### src/rtl/alu_seq_unit.sv
// alu_seq_unit: multi-cycle ALU with add/sub, bitwise logic and serial
// shift/rotate behind a valid/ready handshake on both sides.
// One operation is in flight at a time. A shift by N takes N clocks from the
// accept edge. The first step is applied on the accept edge itself, so a
// shift by 1 completes exactly like a single-cycle op.
module alu_seq_unit #(
    parameter int WIDTH = 8,
    parameter int SHW   = $clog2(WIDTH) + 1
) (
    input  logic             clk,
    input  logic             rst_n,
    input  logic             in_valid,
    output logic             in_ready,
    input  logic [3:0]       op,
    input  logic [WIDTH-1:0] a,
    input  logic [WIDTH-1:0] b,
    input  logic             c_in,
    input  logic [SHW-1:0]   shamt,
    input  logic             ser_in,
    output logic             out_valid,
    input  logic             out_ready,
    output logic [WIDTH-1:0] result,
    output logic             c_out,
    output logic             zero,
    output logic             ovf
);

    typedef enum logic [1:0] {
        S_IDLE  = 2'd0,
        S_SHIFT = 2'd1,
        S_DONE  = 2'd2
    } state_t;

    state_t           state_q, state_d;
    logic [WIDTH-1:0] result_q, result_d;
    logic             c_out_q, c_out_d;
    logic             zero_q, zero_d;
    logic             ovf_q, ovf_d;
    logic [1:0]       sop_q, sop_d;      // latched shift/rotate kind
    logic [SHW-1:0]   cnt_q, cnt_d;      // steps still to apply

    logic [WIDTH-1:0] bx;
    logic [WIDTH:0]   sum;
    logic [WIDTH:0]   step_a;            // {bit out, shifted value} from operand a
    logic [WIDTH:0]   step_w;            // {bit out, shifted value} from work value

    // One shift/rotate step: returns {bit shifted out, new value}.
    function automatic logic [WIDTH:0] shift_step(input logic [WIDTH-1:0] r,
                                                  input logic [1:0]       sop,
                                                  input logic             fill);
        logic [WIDTH:0] res;
        case (sop)
            2'b00:   res = {r[WIDTH-1], r[WIDTH-2:0], fill};       // SHL
            2'b01:   res = {r[0], fill, r[WIDTH-1:1]};             // SHR
            2'b10:   res = {r[WIDTH-1], r[WIDTH-2:0], r[WIDTH-1]}; // ROL
            default: res = {r[0], r[0], r[WIDTH-1:1]};             // ROR
        endcase
        return res;
    endfunction

    assign in_ready  = (state_q == S_IDLE);
    assign out_valid = (state_q == S_DONE);
    assign result    = result_q;
    assign c_out     = c_out_q;
    assign zero      = zero_q;
    assign ovf       = ovf_q;

    // Next-state and datapath: compute on accept, step while shifting, hold in DONE.
    always_comb begin
        state_d  = state_q;
        result_d = result_q;
        c_out_d  = c_out_q;
        zero_d   = zero_q;
        ovf_d    = ovf_q;
        sop_d    = sop_q;
        cnt_d    = cnt_q;
        bx       = '0;
        sum      = '0;
        step_a   = shift_step(a, op[1:0], ser_in);
        step_w   = shift_step(result_q, sop_q, ser_in);

        case (state_q)
            S_IDLE: begin
                if (in_valid) begin
                    case (op[3:2])
                        2'b00: begin
                            case (op[1:0])
                                2'b00:   bx = b;
                                2'b01:   bx = ~b;
                                2'b10:   bx = '0;
                                default: bx = '1;
                            endcase
                            sum      = {1'b0, a} + {1'b0, bx} + {{WIDTH{1'b0}}, c_in};
                            result_d = sum[WIDTH-1:0];
                            c_out_d  = sum[WIDTH];
                            ovf_d    = (a[WIDTH-1] == bx[WIDTH-1]) &&
                                       (sum[WIDTH-1] != a[WIDTH-1]);
                            zero_d   = (sum[WIDTH-1:0] == '0);
                            state_d  = S_DONE;
                        end
                        2'b01: begin
                            case (op[1:0])
                                2'b00:   result_d = a & b;
                                2'b01:   result_d = a | b;
                                2'b10:   result_d = a ^ b;
                                default: result_d = ~a;
                            endcase
                            c_out_d = 1'b0;
                            ovf_d   = 1'b0;
                            zero_d  = (result_d == '0);
                            state_d = S_DONE;
                        end
                        2'b10: begin
                            sop_d = op[1:0];
                            ovf_d = 1'b0;
                            if (shamt == '0) begin
                                result_d = a;
                                c_out_d  = 1'b0;
                                zero_d   = (a == '0);
                                state_d  = S_DONE;
                            end else begin
                                // First step happens on the accept edge.
                                result_d = step_a[WIDTH-1:0];
                                c_out_d  = step_a[WIDTH];
                                zero_d   = (step_a[WIDTH-1:0] == '0);
                                cnt_d    = shamt - SHW'(1);
                                state_d  = (shamt == SHW'(1)) ? S_DONE : S_SHIFT;
                            end
                        end
                        default: begin
                            result_d = '0;
                            c_out_d  = 1'b0;
                            ovf_d    = 1'b0;
                            zero_d   = 1'b1;
                            state_d  = S_DONE;
                        end
                    endcase
                end
            end
            S_SHIFT: begin
                result_d = step_w[WIDTH-1:0];
                c_out_d  = step_w[WIDTH];
                zero_d   = (step_w[WIDTH-1:0] == '0);
                cnt_d    = cnt_q - SHW'(1);
                if (cnt_q == SHW'(1)) begin
                    state_d = S_DONE;
                end
            end
            S_DONE: begin
                if (out_ready) begin
                    state_d = S_IDLE;
                end
            end
            default: state_d = S_IDLE;
        endcase
    end

    // State and result registers; reset discards any pending operation.
    always_ff @(posedge clk or negedge rst_n) begin
        if (!rst_n) begin
            state_q  <= S_IDLE;
            result_q <= '0;
            c_out_q  <= 1'b0;
            zero_q   <= 1'b0;
            ovf_q    <= 1'b0;
            sop_q    <= 2'b00;
            cnt_q    <= '0;
        end else begin
            state_q  <= state_d;
            result_q <= result_d;
            c_out_q  <= c_out_d;
            zero_q   <= zero_d;
            ovf_q    <= ovf_d;
            sop_q    <= sop_d;
            cnt_q    <= cnt_d;
        end
    end

endmodule

### config.mk
export PLATFORM = sky130hd
export DESIGN_NAME = alu_seq_unit
export DESIGN_NICKNAME = d
export VERILOG_FILES = /design/src/rtl/alu_seq_unit.sv
export SDC_FILE = /design/constraint.sdc
export NUM_CORES = 1
export LEC_CHECK = 0
export ABC_AREA = 1
export BUFFER_PORTS_ARGS = -buffer_cell sky130_fd_sc_hd__buf_4
export CAP_MARGIN = 20
export CORE_MARGIN = 2
export CORE_UTILIZATION = 50
export DETAILED_ROUTE_END_ITERATION = 10
export PLACE_DENSITY_LB_ADDON = 0.05
export SYNTH_ARGS = -nofsm -noshare
export SYNTH_HDL_FRONTEND = slang
export SYNTH_SLANG_ARGS = --single-unit
### constraint.sdc
create_clock -name clk -period 2.8 [get_ports clk]
set_input_delay 0.84 -clock clk [delete_from_list [all_inputs] [get_ports clk]]
set_output_delay 0.84 -clock clk [all_outputs]
set_load 0.01 [all_outputs]
# Word level (Yosys, flattened, before mapping)
# Index checks and enable logic that the tools add are counted.
[totals] reg_bits=19 out_inout_bits=13 wordCells=84
[classes] addsub=4 eq_ne=17 n_mux=34 bitwise_logic=5 n_reduce_logical=17
[op_table] op="case mux 8 bit (3 select lines)" n=3
[op_table] op="two-way mux 8 bit" n=8
[op_table] op="case mux 9 bit (3 select lines)" n=2
[op_table] op="logical NOT 8 bit" n=5
[op_table] op="NOT 8 bit" n=2
[op_table] op="case mux 8 bit (2 select lines)" n=1
[op_table] op="two-way mux 2 bit" n=6
[op_table] op="two-way mux 4 bit" n=3
[op_table] op="adder 8 x 8 -> 9 bit" n=1
[op_table] op="adder 9 x 1 -> 9 bit" n=1
[op_table] op="AND 8 bit" n=1
[op_table] op="equality test 2 x 1 -> 1 bit (second input constant)" n=4
[op_table] op="equality test 2 bit (second input constant)" n=4
[op_table] op="equality test 4 x 1 -> 1 bit (second input constant)" n=2
[op_table] op="logical NOT 2 bit" n=4
[op_table] op="bitwise OR 8 bit" n=1
[op_table] op="case mux 4 bit (2 select lines)" n=1
[op_table] op="subtractor 4 x 1 -> 4 bit (second input constant)" n=2
[op_table] op="XOR 8 bit" n=1
[op_table] op="!= test 2 bit (second input constant)" n=3
[op_table] op="case mux 1 bit (2 select lines)" n=3
[op_table] op="case mux 2 bit (3 select lines)" n=1
[op_table] op="AND reduction 3 bit" n=2
[op_table] op="two-way mux 1 bit" n=5
[op_table] op="9 further kinds" n=11

# Depth between registers and ports, before layout
[depth] ltp_word=11 mapped_depth=17 mapped_depth_nobuf=16

# Least setup slack after synthesis
# OpenSTA, ideal clock, no wires.
[synth_path] kind="input to register" start="in op[0]" end="reg zero_q, in the netlist zero" arrival_ns=3.099 path_slack_ns=-0.372 stages=16 n_path_buf=1 cell_sequence="buf_6 nand2_4 inv_2 nor2_1 a21oi_1 fa_1 fa_1 nor2_1 nor2_1 nor2_1 nand3_1 nor2_1 nand4_1 nand3_1 nand2_1 a21oi_2"
[synth_between] elab_chain_len=11 word_cells_on_any_way=21 cone_classes="2 x add/sub; 2 x eq/ne; 13 x mux; 4 x reduce/logical"
[synth_rtl] element="from (decl)" line_no="14" text="input logic [3:0] op,"
[synth_rtl] element="equality test 2 bit, or another cell as far along" line_no="52, 87, 102"
[synth_rtl] element="case mux 8 bit (3 select lines)" line_no="87" text="case (op[1:0])"
[synth_rtl] element="two-way mux 8 bit" line_no="85" text="case (op[3:2])"
[synth_rtl] element="two-way mux 8 bit" line_no="84" text="if (in_valid) begin"
[synth_rtl] element="two-way mux 8 bit" line_no="82" text="case (state_q)"
[synth_rtl] element="adder 8 x 8 -> 9 bit" line_no="93" text="sum = {1'b0, a} + {1'b0, bx} + {{WIDTH{1'b0}}, c_in};"
[synth_rtl] element="adder 9 x 1 -> 9 bit" line_no="93"
[synth_rtl] element="logical NOT 8 bit" line_no="98" text="zero_d = (sum[WIDTH-1:0] == '0);"
[synth_rtl] element="case mux 1 bit (3 select lines) (*)" line_no="85"
[synth_rtl] element="two-way mux 1 bit (*)" line_no="84"
[synth_rtl] element="case mux 1 bit (2 select lines) (*)" line_no="82"
[synth_rtl] element="to (signal assigned)" line_no="172" text="zero_q <= zero_d;"
[synth_rtl] element="to (decl)" line_no="37" text="logic zero_q, zero_d;"
# Mark *: on every way between the ends. The rest lies on a longest branch, timed or not. The select of a mux whose other input is x is not followed.
# A chain may end at the register's enable or synchronous reset.

# Worst setup path after layout
[layout_path] start="in op[0]" end="reg result_q[7], in the netlist result[7]"
[layout_between] elab_chain_len=10 word_cells_on_any_way=18 cone_classes="2 x add/sub; 2 x eq/ne; 13 x mux; 1 x reduce/logical"
[layout_rtl] element="equality test 2 bit, or another cell as far along" line_no="52, 87, 102"
[layout_rtl] element="case mux 8 bit (3 select lines)" line_no="87"
[layout_rtl] element="two-way mux 8 bit" line_no="85"
[layout_rtl] element="two-way mux 8 bit" line_no="84"
[layout_rtl] element="two-way mux 8 bit" line_no="82"
[layout_rtl] element="adder 8 x 8 -> 9 bit" line_no="93"
[layout_rtl] element="adder 9 x 1 -> 9 bit" line_no="93"
[layout_rtl] element="case mux 8 bit (3 select lines) (*)" line_no="85"
[layout_rtl] element="two-way mux 8 bit (*)" line_no="84"
[layout_rtl] element="case mux 8 bit (2 select lines) (*)" line_no="82"
[layout_rtl] element="to (signal assigned)" line_no="170" text="result_q <= result_d;"
[layout_rtl] element="to (decl)" line_no="35" text="logic [WIDTH-1:0] result_q, result_d;"
# Marked as above.

==> out/qor.yml <==
run_status:
  status: "completed"
logic_synthesis:
  netlist_instances: 438
  synth_cell_type_count: 38
  synthTopCellsByArea: "dfrtp_1 18%, nand2_1 17%, ha_1 14%"
  ys_async_sr_fraction: 1.00
  dominantRegCellSynth: "dfrtp_1"
  synth-edff-count: 0
  synth_area_um2: 2690
  avgSynthCellArea_um2: 6.13
  synth_common_cells: "119 x nand2_1, 62 x inv_1, 50 x nor2_1"
  seq_area_frac_synth: 0.177
  yosys_warnings: 0
  synth-seq-cells: 19
  synth_top_cell_area_share: 0.177
  synth_most_common_cell: "nand2_1"
  syn-num-nets: 499
  yosysTopAreaCell: "dfrtp_1"
sta:
  grt_setup_unrepaired: "true"
  worst_slew_pin_slew_ps: 461
  worst_slack_ps: 146
  drv_slew: 0
  clock.fmax_ghz: 0.377
  final-hold-violation-count: 0
  setup_viol: 0
  maxSlewHeadroom: 0.693
  tns_ps: 0
  fin_crit_sh: 0.948
  skew_ps: 1.95
  finalCriticalPeriod_ps: 2650
clock_tree:
  tritoncts: "yes"
  root_buffer: "clkbuf_8"
  clockBufferDepth: 2
  numCtsBuffers: 3
  clock_sinks: 19
  cts.reportedPaths.clkPinSlew_ps: 70
  clk-insertion-delay-late_ps: 260
  htree_levels: 1
  cts_hold_buf: 0
flow_run:
  drv_cap: 0
critical_path:
  r2r-start: "state_q[0]$_DFFE_PN0P_"
  crit_type: "primary input to flop"
  critPathLaunchType: "primary input"
  cp_data_required_time_ps: 2980
  end_kind: "flop"
  crit_top_cell: "nand2_1"
  crit_chain: "buf_6 > buf_4 > nor2_1 > a21oi_1 > buf_4 > ha_1 > nand3_1 > nand3_1 > nand2_1 > nand2_1 > nand2_1 > nand2_1 > nor2_1 > o21ai_0 > a2bb2oi_1"
  crit_arrival_ps: 2840
  critical_path.max_fanout: 16
  critPathLaunch: "op[0]"
  max_stage_delay_ps: 270
  slowest_stage: "a21oi_1"
place:
  port_buffers: 42
  dp_slack_ps: -165
  place_hpwl_um: 6230
  gp_congestion: 1.01
  place_area_um2: 3190
drt:
  vias: 3019
  wirelength_um: 7710
  drc_errors: 0
  viasPerCell: 5.33
  final_antenna_net_count: 0
  drtIter0Drc: 122
  wl_per_cell_um: 13.6
  drt-pass1-iter-count: 4
final_layout:
  insertedDiodeCount: 0
  layout-drive-gt1-share: 0.175
  final_area_um2: 3250
  register_area_um2: 475
  finalNetCount: 558
  fillers: 505
  multiInputGateArea_um2: 1910
  area_growth_pct: 20.9
global_routing:
  grt_pass1_vias: 2945
  grt_pass1_wl_um: 13300
  grt_usage: 0.273
  antenna_found_initial: 0
  grt_start_max_net_pins: 22
  grt-ovfl-total: 0
floorplan:
  rows: 26
  io_pins: 43
  die_h_um: 77.3
  die_area_um2: 5970
  fp.dieW_um: 77.3
  start_util: 0.522
  core_area_um2: 5140
power_and_ir_drop:
  ir_drop_v: 0.000341
  total_power_mw: 1.95
  leakage_nw: 1.75
  power_density_nw_per_um2: 602
min_path:
  hold_path.class: "primary input to asynchronous set/reset pin"
registers in the layout, indices dropped and copies added (netlist names):
register / count
zero: 1
cnt_q: 4
state_q: 2
c_out: 1
sop_q: 2
ovf: 1
result: 8
through the flow:
| stage | instances | utilization | hold slack [ps] |
|---|---|---|---|
| after global routing | 566 | 0.632 | 457 |
| after CTS | 566 | 0.630 | 452 |
| final | 566 | 0.632 | 446 |
| after floorplan | 438 | - | 453 |
| after global placement | 562 | 0.621 | 475 |
| after detailed placement | 562 | 0.621 | 479 |
layout make-up:
type	instances	share of cell area
inverter	66	0.0771
multi-input combinational	344	0.588
timing repair buffer	63	0.148
clock buffer	4	0.0139
tap	70	0.0270
sequential	19	0.146
cells by family (layout without fill, tap and decap cells):
kind of cell | count (synthesis) | after routing | share of synthesized area
DFF | 19 | 19 | 0.177
and+or+nand+nor | 223 | 223 | 0.358
adders and majority gates | 31 | 31 | 0.150
AOI/OAI and AO/OA | 88 | 88 | 0.188
xor gates and xnor gates | 2 | 2 | 0.00652
buffers and inverters | 75 | 133 | 0.120
path summary, 6_finish.rpt:
path                                         endpoint  slack, ps  cells past startpoint
max in group asynchronous           c_out$_DFFE_PN0P_       2150                      1
worst min register to register   sop_q[1]$_DFFE_PN0P_        490                      2
worst max-delay path            result[7]$_DFFE_PN0P_        150                     15
min in group clk                 sop_q[1]$_DFFE_PN0P_        490                      2
worst min-delay path             cnt_q[2]$_DFFE_PN0P_        450                      1
worst max register to register   cnt_q[1]$_DFFE_PN0P_       1090                      8
per-layer routing:
layer  vias to the layer above  track usage  routed length, µm
li1                       1544            -                  -
met1                      1357        0.338               3330
met2                        97        0.490               3700
met3                        21       0.0153                409
met4                         0        0.111                271
met5                         -            0                  0
where the power goes:
group,internal (mW),switching (mW)
logic,0.512,0.715
clock network,0.101,0.0909
registers,0.408,0.128
total,1.02,0.933
what timing repair did:
item / CTS / global route
resized for setup: 0 / 3
buffers inserted: 0 / 0
setup endpoints to repair: 0 / 3
placed cells by master, fill, tap and decap left out, types with 4 or more instances in the layout:
cell / count
nand2_1: 119
inv_1: 62
buf_4: 61
nor2_1: 49
o21ai_0: 41
nand3_1: 30
ha_1: 29
dfrtp_1: 19
a21oi_1: 18
nor3_1: 7
nor2_4: 5
o22ai_1: 4
o21ai_1: 4
o211ai_1: 4
o221ai_1: 4
nand4_1: 4
critical path: cells and delay by family:
kind / cells / cell delay [ps]
and+or+nand+nor: 8 / 740
AOI/OAI and AO/OA: 3 / 550
adders and majority gates: 1 / 230
buffers and inverters: 3 / 470
Note: power is estimated with default switching activity, not from simulation.
